--- src/rtl/serial_subtractor.sv ---
// Bit-serial WIDTH-bit subtractor (diff = a - b - bin), one bit per clock, LSB first.
// Optional signed overflow flag enabled by defining SIGNED_OVF_EN.
module serial_subtractor #(
   parameter int WIDTH = 8
) (
   input  logic             clk,
   input  logic             rst_n,
   input  logic             start,
   input  logic [WIDTH-1:0] a,
   input  logic [WIDTH-1:0] b,
   input  logic             bin,
   output logic             busy,
   output logic             done,
   output logic [WIDTH-1:0] diff,
   output logic             borrow_out,
   output logic             ovf
);

   localparam int CW = (WIDTH > 1) ? $clog2(WIDTH) : 1;
   localparam logic [CW-1:0] LAST = CW'(WIDTH - 1);

   typedef enum logic [1:0] {S_IDLE, S_RUN, S_DONE} state_t;

   state_t           state_q;
   logic [WIDTH-1:0] sa_q, sb_q, sd_q, diff_q;
   logic [CW-1:0]    cnt_q;
   logic             br_q, bout_q, busy_q, done_q;
   logic             bit_d, br_d;

   // Full-subtractor cell on the current LSBs
   assign bit_d = sa_q[0] ^ sb_q[0] ^ br_q;
   assign br_d  = (~sa_q[0] & sb_q[0]) | (~sa_q[0] & br_q) | (sb_q[0] & br_q);

`ifdef SIGNED_OVF_EN
   logic amsb_q, bmsb_q, ovf_q;
   assign ovf = ovf_q;
`else
   assign ovf = 1'b0;
`endif

   always_ff @(posedge clk) begin
      if (!rst_n) begin
         state_q <= S_IDLE;
         sa_q    <= '0;
         sb_q    <= '0;
         sd_q    <= '0;
         diff_q  <= '0;
         cnt_q   <= '0;
         br_q    <= 1'b0;
         bout_q  <= 1'b0;
         busy_q  <= 1'b0;
         done_q  <= 1'b0;
`ifdef SIGNED_OVF_EN
         amsb_q  <= 1'b0;
         bmsb_q  <= 1'b0;
         ovf_q   <= 1'b0;
`endif
      end else begin
         done_q <= 1'b0;
         case (state_q)
            S_IDLE, S_DONE: begin
               if (start) begin
                  sa_q    <= a;
                  sb_q    <= b;
                  br_q    <= bin;
                  cnt_q   <= '0;
                  busy_q  <= 1'b1;
                  state_q <= S_RUN;
`ifdef SIGNED_OVF_EN
                  amsb_q  <= a[WIDTH-1];
                  bmsb_q  <= b[WIDTH-1];
`endif
               end else begin
                  state_q <= S_IDLE;
               end
            end
            S_RUN: begin
               sd_q  <= {bit_d, sd_q[WIDTH-1:1]};
               sa_q  <= sa_q >> 1;
               sb_q  <= sb_q >> 1;
               br_q  <= br_d;
               cnt_q <= cnt_q + 1'b1;
               // Results are only published on the final bit, never partially
               if (cnt_q == LAST) begin
                  diff_q  <= {bit_d, sd_q[WIDTH-1:1]};
                  bout_q  <= br_d;
                  done_q  <= 1'b1;
                  busy_q  <= 1'b0;
                  state_q <= S_DONE;
`ifdef SIGNED_OVF_EN
                  ovf_q   <= (amsb_q ^ bmsb_q) & (amsb_q ^ bit_d);
`endif
               end
            end
            default: state_q <= S_IDLE;
         endcase
      end
   end

   assign busy       = busy_q;
   assign done       = done_q;
   assign diff       = diff_q;
   assign borrow_out = bout_q;

endmodule

--- config.mk ---
export PLATFORM = sky130hd
export DESIGN_NAME = serial_subtractor
export DESIGN_NICKNAME = d
export VERILOG_FILES = /design/src/rtl/serial_subtractor.sv
export SDC_FILE = /design/constraint.sdc
export NUM_CORES = 1
export LEC_CHECK = 0
export ABC_AREA = 1
export CAP_MARGIN = 20
export CORE_UTILIZATION = 40
export CTS_CLUSTER_DIAMETER = 200
export DETAILED_ROUTE_END_ITERATION = 12
export PLACE_DENSITY = 0.68
export SYNTH_ARGS = -nofsm -noshare
export SYNTH_HDL_FRONTEND = slang
export SYNTH_SLANG_ARGS = --single-unit
--- constraint.sdc ---
create_clock -name clk -period 1.5 [get_ports clk]
set_input_delay 0.3 -clock clk [delete_from_list [all_inputs] [get_ports clk]]
set_output_delay 0.3 -clock clk [all_outputs]
set_load 0.03 [all_outputs]
==> run_results.csv, run 1 <==
group,metric,value,unit
clock_network,root_buffer,"clkbuf_8",
timing,finalSetupViolCount,0,
clock_network,insertion_delay,290,ps
global_routing,overflow,0,
timing,rsz0062_at_grt,"no",
timing,fin_skew,2.882,ps
synthesis,synth-edff-count,0,
power_and_ir_drop,ir_drop,0.4648,mV
setup_path,required,1200,ps
finish,drive_above_1_share,9.843,%
detailed_routing,finalWirelength,3420,um
global_routing,grt_max_degree,21,
job,drv_cap,0,
setup_path,worstReg2RegStart,"state_q[0]$_SDFFE_PN0P_",
timing,finalSetupTns,0,ps
min_path,hold_class,"flop to flop",
floorplan,die_area,4525,sq um
setup_path,path_cells,"dlygate4sd2_1",
timing,hold_viol,0,
setup_path,path_buf_inv,1,
detailed_routing,vias_per_cell,5.016,
synthesis,synth_top_flop_cell,"dfxtp_1",
global_routing,antenna_found_initial,0,
global_routing,grt_pass1_wl,5982,um
finish,nNetsFinal,276,
synthesis,ys_seq_area_share,46.99,%
synthesis,synth.avg_cell_area,7.711,sq um
finish,nFillCells,412,
clock_network,clock-sinks,40,
power_and_ir_drop,leakagePower,0.9512,nW
detailed_routing,vias,1525,
synthesis,ys_top_cells_by_count,"nand3_1, dfxtp_1, a21oi_1",
floorplan,io_pins,32,
placed_design,gp_congestion,0.7892,
synthesis,synth.top_cell.area_share,46.99,%
clock_network,cts_buffer_depth,2,
detailed_routing,drt-pass1-iter-count,4,
status,status,"finished, final reports clean",
floorplan,die_height,67.27,um
setup_path,cp_data_arrival_time,1020,ps
timing,period_minus_slack,1319,ps
setup_path,slowest_delay,400,ps
finish,diodes,0,
floorplan,coreArea,4058,sq um
finish,final_area,2157,sq um
detailed_routing,ant_nets,0,
setup_path,critical_path_class,"flop to output port",
synthesis,synth_top_area_cell,"dfxtp_1",
setup_path,worst_path_max_delay_cell,"dlygate4sd2_1",
placed_design,portBuffers,30,
synthesis,ys_ff_latch,40,
timing,fin_crit_sh,87.93,%
synthesis,syn_nets,244,
synthesis,synthTopCellsByArea,"dfxtp_1, nand3_1, a21oi_1",
clock_network,numCtsBuffers,5,
setup_path,endpoint_kind,"output port",
floorplan,die_x,67.27,um
clock_network,cts_max_level,2,
synthesis,yosys_warnings,0,
timing,fmax,758.2,MHz
floorplan,rows,23,
synthesis,syn_area,1704,sq um
global_routing,track_usage,17.64,%
finish,synthToLayoutAreaGrowth,26.58,%
setup_path,worst-path-max-fanout,2,
synthesis,yosysMostFrequentCell,"nand3_1",
setup_path,start_kind,"flop",
synthesis,yosys.cell_types.count,19,
detailed_routing,wl_per_cell,11.25,um
clock_network,clkTransAtPathRegs,70,ps
detailed_routing,drt_iter0_drc,94,
placed_design,place_area,2063,sq um
placed_design,dpl.hpwl,2289,um
synthesis,ys_async_sr_fraction,0,%
floorplan,initial_utilization,42.00,%
clock_network,cts_tree,"built",
synthesis,syn_inst,221,
setup_path,cp-startpoint,"busy$_SDFFE_PN0P_",
power_and_ir_drop,p_per_area,1072,nW/um^2
min_path,worstHoldStart,"sd_q[1]$_SDFFE_PN0P_",
timing,drv_slew,0,
setup_path,path_delay_family,"buffers and inverters",
detailed_routing,drc,0,
global_routing,grt_pass1_vias,1398,
power_and_ir_drop,power,2.313,mW
## kinds of logic (layout without fill, tap and decap cells)
logic type / count (synthesis) / in the layout / synth area share (%)
and+or+nand+nor: 91 / 91 / 25.99
AOI/OAI and AO/OA: 43 / 43 / 12.63
buffers and inverters: 43 / 76 / 11.53
DFF: 40 / 40 / 46.99
adders and majority gates: 3 / 3 / 2.643
other: 1 / 1 / 0.2201
## power by group
group	switching [mW]	internal (mW)
Clock	0.371	0.494
Combinational	0.162	0.135
Sequential	0.0329	1.12
Total	0.566	1.75
## sequential cells by signal, summed over array words and instances (netlist names)
register	flops
state_q	2
done	1
sd_q	7
borrow_out	1
diff	8
busy	1
cnt_q	3
sb_q	8
br_q	1
sa_q	8
## per-stage QoR
| step | worst slack, ps | hold slack (ps) | instances | util, % |
|---|---|---|---|---|
| global route | 93.48 | 494.6 | 304 | 53.16 |
| finish | 181.0 | 449.3 | 304 | 53.16 |
| detailed placement | 61.87 | 441.3 | 296 | 50.85 |
| CTS | 155.3 | 452.2 | 304 | 53.16 |
| floorplan | 393.2 | 423.9 | 221 | - |
| global placement | 66.76 | 437.6 | 296 | 50.85 |
## cells in the final DEF, fill, tap and decap left out, types with 5 or more instances in the layout
cell	n
a21oi_1	28
buf_4	9
clkbuf_8	5
clkdlybuf4s50_1	19
dfxtp_1	40
dlygate4sd2_1	11
inv_1	24
nand2_1	26
nand3_1	58
o21ai_0	15
## layer usage
layer  vias to the layer above  routed length, um  global-route usage, %  share of wire, %
met5                         -                  0                      0                 0
met4                         0                 44                  6.649               1.3
met3                         6                167                  5.574               4.9
met2                        34               1529                  27.75                45
met1                       695               1678                  22.39                49
li1                        790                  -                      -                 -
## timing repair
| item | 4_1_cts | 5_1_grt |
|---|---|---|
| gates resized for setup | 11 | 0 |
| setup buffers | 0 | 0 |
| setup endpoints to repair | 11 | 0 |
| hold buffers | 0 | 0 |
## final timing paths
path | to | slack, ps | cells past startpoint
max | busy | 180 | 1
min | sd_q[1]$_SDFFE_PN0P_ | 450 | 2
max reg2reg | diff[5]$_SDFFE_PN0P_ | 240 | 5
min reg2reg | sd_q[1]$_SDFFE_PN0P_ | 450 | 2
## area by class of cell
cell class                 instances  area, sq um  share of cell area (%)
sequential                        40        800.8                   37.12
multi-input combinational        138        706.9                   32.77
timing repair buffer              40        374.1                   17.34
inverter                          28        105.1                   4.872
clock buffer                       6        72.57                   3.364
tap                               50        62.56                   2.900
clock inverter                     2        35.03                   1.624
(Power assumes the default switching activity.)
==> run 2: changes to the inputs <==
- CTS_BUF_LIST: default -> sky130_fd_sc_hd__clkbuf_2
==> run 2 against run 1 <==
Compared with the run above:
- core utilization decreased by 1.4 points
- combinational power about the same
- clock-buffer cell count unchanged
- non-clock buffer count unchanged
- wire length decreased by 1.7%
- via count decreased by 1.6%
- clock skew increased by 6.7 ps
- global-route usage decreased by 0.43 points
- die area unchanged
- clock power decreased by 27%
==> run_results.csv, run 2 (synthesis results as in run 1) <==
group,metric,value,unit
status,status,"finished, final reports clean",
detailed_routing,vias_per_cell,4.934,
timing,drv_slew,0,
clock_network,post-cts-setup-buffer-count,0,
finish,drive_above_1_share,12.60,%
global_routing,grt_pass1_wl,5871,um
timing,finalSetupTns,0,ps
setup_path,critical_path_class,"flop to output port",
timing,finalSetupViolCount,0,
global_routing,grt_max_degree,21,
min_path,worstHoldStart,"b[7]",
placed_design,gp_congestion,0.7892,
detailed_routing,finalWirelength,3362,um
finish,synthToLayoutAreaGrowth,23.13,%
power_and_ir_drop,leakagePower,0.9003,nW
job,drv_cap,0,
setup_path,worstReg2RegEnd,"sa_q[3]$_SDFFE_PN0P_",
finish,nFillCells,422,
finish,final_area,2098,sq um
finish,final_common_cell,"nand3_1",
setup_path,worst_path_max_delay_cell,"dfxtp_1",
setup_path,crit_path_end,"diff[6]",
floorplan,die_x,67.27,um
detailed_routing,drt_iter0_drc,99,
finish,regArea,800.8,sq um
floorplan,io_pins,32,
finish,diodes,0,
power_and_ir_drop,ir_drop,0.3944,mV
setup_path,worst-path-max-fanout,2,
clock_network,clock-sinks,40,
floorplan,rows,23,
setup_path,rr_worst_depth,5,
clock_network,cts_hold_buffers,0,
timing,hold_viol,0,
detailed_routing,drc,0,
global_routing,grt_pass1_vias,1356,
timing,fmax,700.8,MHz
setup_path,path_cells,"clkdlybuf4s15_1",
clock_network,clkTransAtPathRegs,200,ps
setup_path,cp-startpoint,"diff[6]$_SDFFE_PN0P_",
clock_network,cts_buffer_depth,2,
setup_path,required,1200,ps
setup_path,worstReg2RegStart,"state_q[0]$_SDFFE_PN0P_",
clock_network,cts_max_level,2,
finish,final_util,51.71,%
setup_path,crit_cells,1,
global_routing,track_usage,17.22,%
placed_design,place_area,2063,sq um
setup_path,path_delay_family,"flip-flops",
floorplan,die_height,67.27,um
setup_path,endpoint_kind,"output port",
setup_path,start_kind,"flop",
finish,multiInputGateArea,706.9,sq um
power_and_ir_drop,p_per_area,991.5,nW/um^2
detailed_routing,ant_nets,0,
timing,fin_skew,9.626,ps
setup_path,slowest_delay,370,ps
finish,nNetsFinal,276,
setup_path,regToRegSetupSlack,230,ps
timing,rsz0062_at_grt,"no",
clock_network,root_buffer,"clkbuf_2",
min_path,hold_class,"input pin to flop",
global_routing,overflow,0,
detailed_routing,vias,1500,
placed_design,portBuffers,30,
clock_network,insertion_delay,390,ps
floorplan,coreArea,4058,sq um
placed_design,dpl.hpwl,2289,um
detailed_routing,wl_per_cell,11.06,um
setup_path,path_buf_inv,1,
clock_network,numCtsBuffers,5,
timing,fin_crit_sh,95.13,%
clock_network,cts_tree,"built",
floorplan,die_area,4525,sq um
timing,period_minus_slack,1427,ps
setup_path,cp_data_arrival_time,1130,ps
detailed_routing,drt-pass1-iter-count,5,
global_routing,antenna_found_initial,0,
timing,fin_ws,73.00,ps
placed_design,dp_slack,61.87,ps
finish,final_cell_mix,"nand3_1, dfxtp_1, a21oi_1, nand2_1, inv_1",
floorplan,initial_utilization,42.00,%
==> run 2: cell types whose count changed in the layout (fill, tap and decap cells not counted) <==
cell             before  now
clkbuf_2              0   12
dlygate4sd2_1        11    0
clkbuf_8              5    0
clkdlybuf4s15_1       0    5
clkbuf_1              1    0
==> run 2: worst min path at each step <==
stage | to | slack [ps] | depth (start not counted)
floorplan | sd_q[1]$_SDFFE_PN0P_ | 420 | 2
global placement | sd_q[1]$_SDFFE_PN0P_ | 440 | 2
detailed placement | sd_q[1]$_SDFFE_PN0P_ | 440 | 2
CTS | sb_q[7]$_SDFFE_PN0P_ | 410 | 3
global route | sb_q[7]$_SDFFE_PN0P_ | 410 | 3
finish | sb_q[7]$_SDFFE_PN0P_ | 440 | 3
==> run 2: what timing repair did <==
item	CTS	global route
pin swaps	0	0
endpoints found under the setup margin	11	11
resized for setup	12	16
==> run 2: where the power goes <==
part / leakage [nW] / internal [mW] / switching [mW] / total (mW)
logic: 0.530 / 0.134 / 0.160 / 0.294
clock network: 0.0430 / 0.287 / 0.346 / 0.633
registers: 0.327 / 1.12 / 0.0330 / 1.15
==> run 2: area by class of cell <==
cell class	instances	share of cell area, %
inverters	28	5.009
multi-input cells	138	33.69
well taps	50	2.982
repair buffers	40	17.05
flip-flops and latches	40	38.16
clock inverters	2	1.670
clock buffers	6	1.431
==> run 2: per-layer routing <==
layer / up-vias / part of all wire [%] / GRT usage [%]
li1: 792 / - / -
met1: 663 / 48 / 21.57
met2: 40 / 46 / 28.13
met3: 5 / 4.8 / 5.068
met4: 0 / 1.3 / 5.585
met5: - / 0 / 0
==> run 2: per-stage QoR <==
stage | instances | hold WS (ps) | total power, mW
finish | 304 | 439.5 | 2.081
global route | 304 | 414.0 | 2.178
CTS | 304 | 410.6 | 2.112
detailed placement | 296 | 441.3 | 1.474
global placement | 296 | 437.6 | 1.468
floorplan | 221 | 423.9 | 1.368
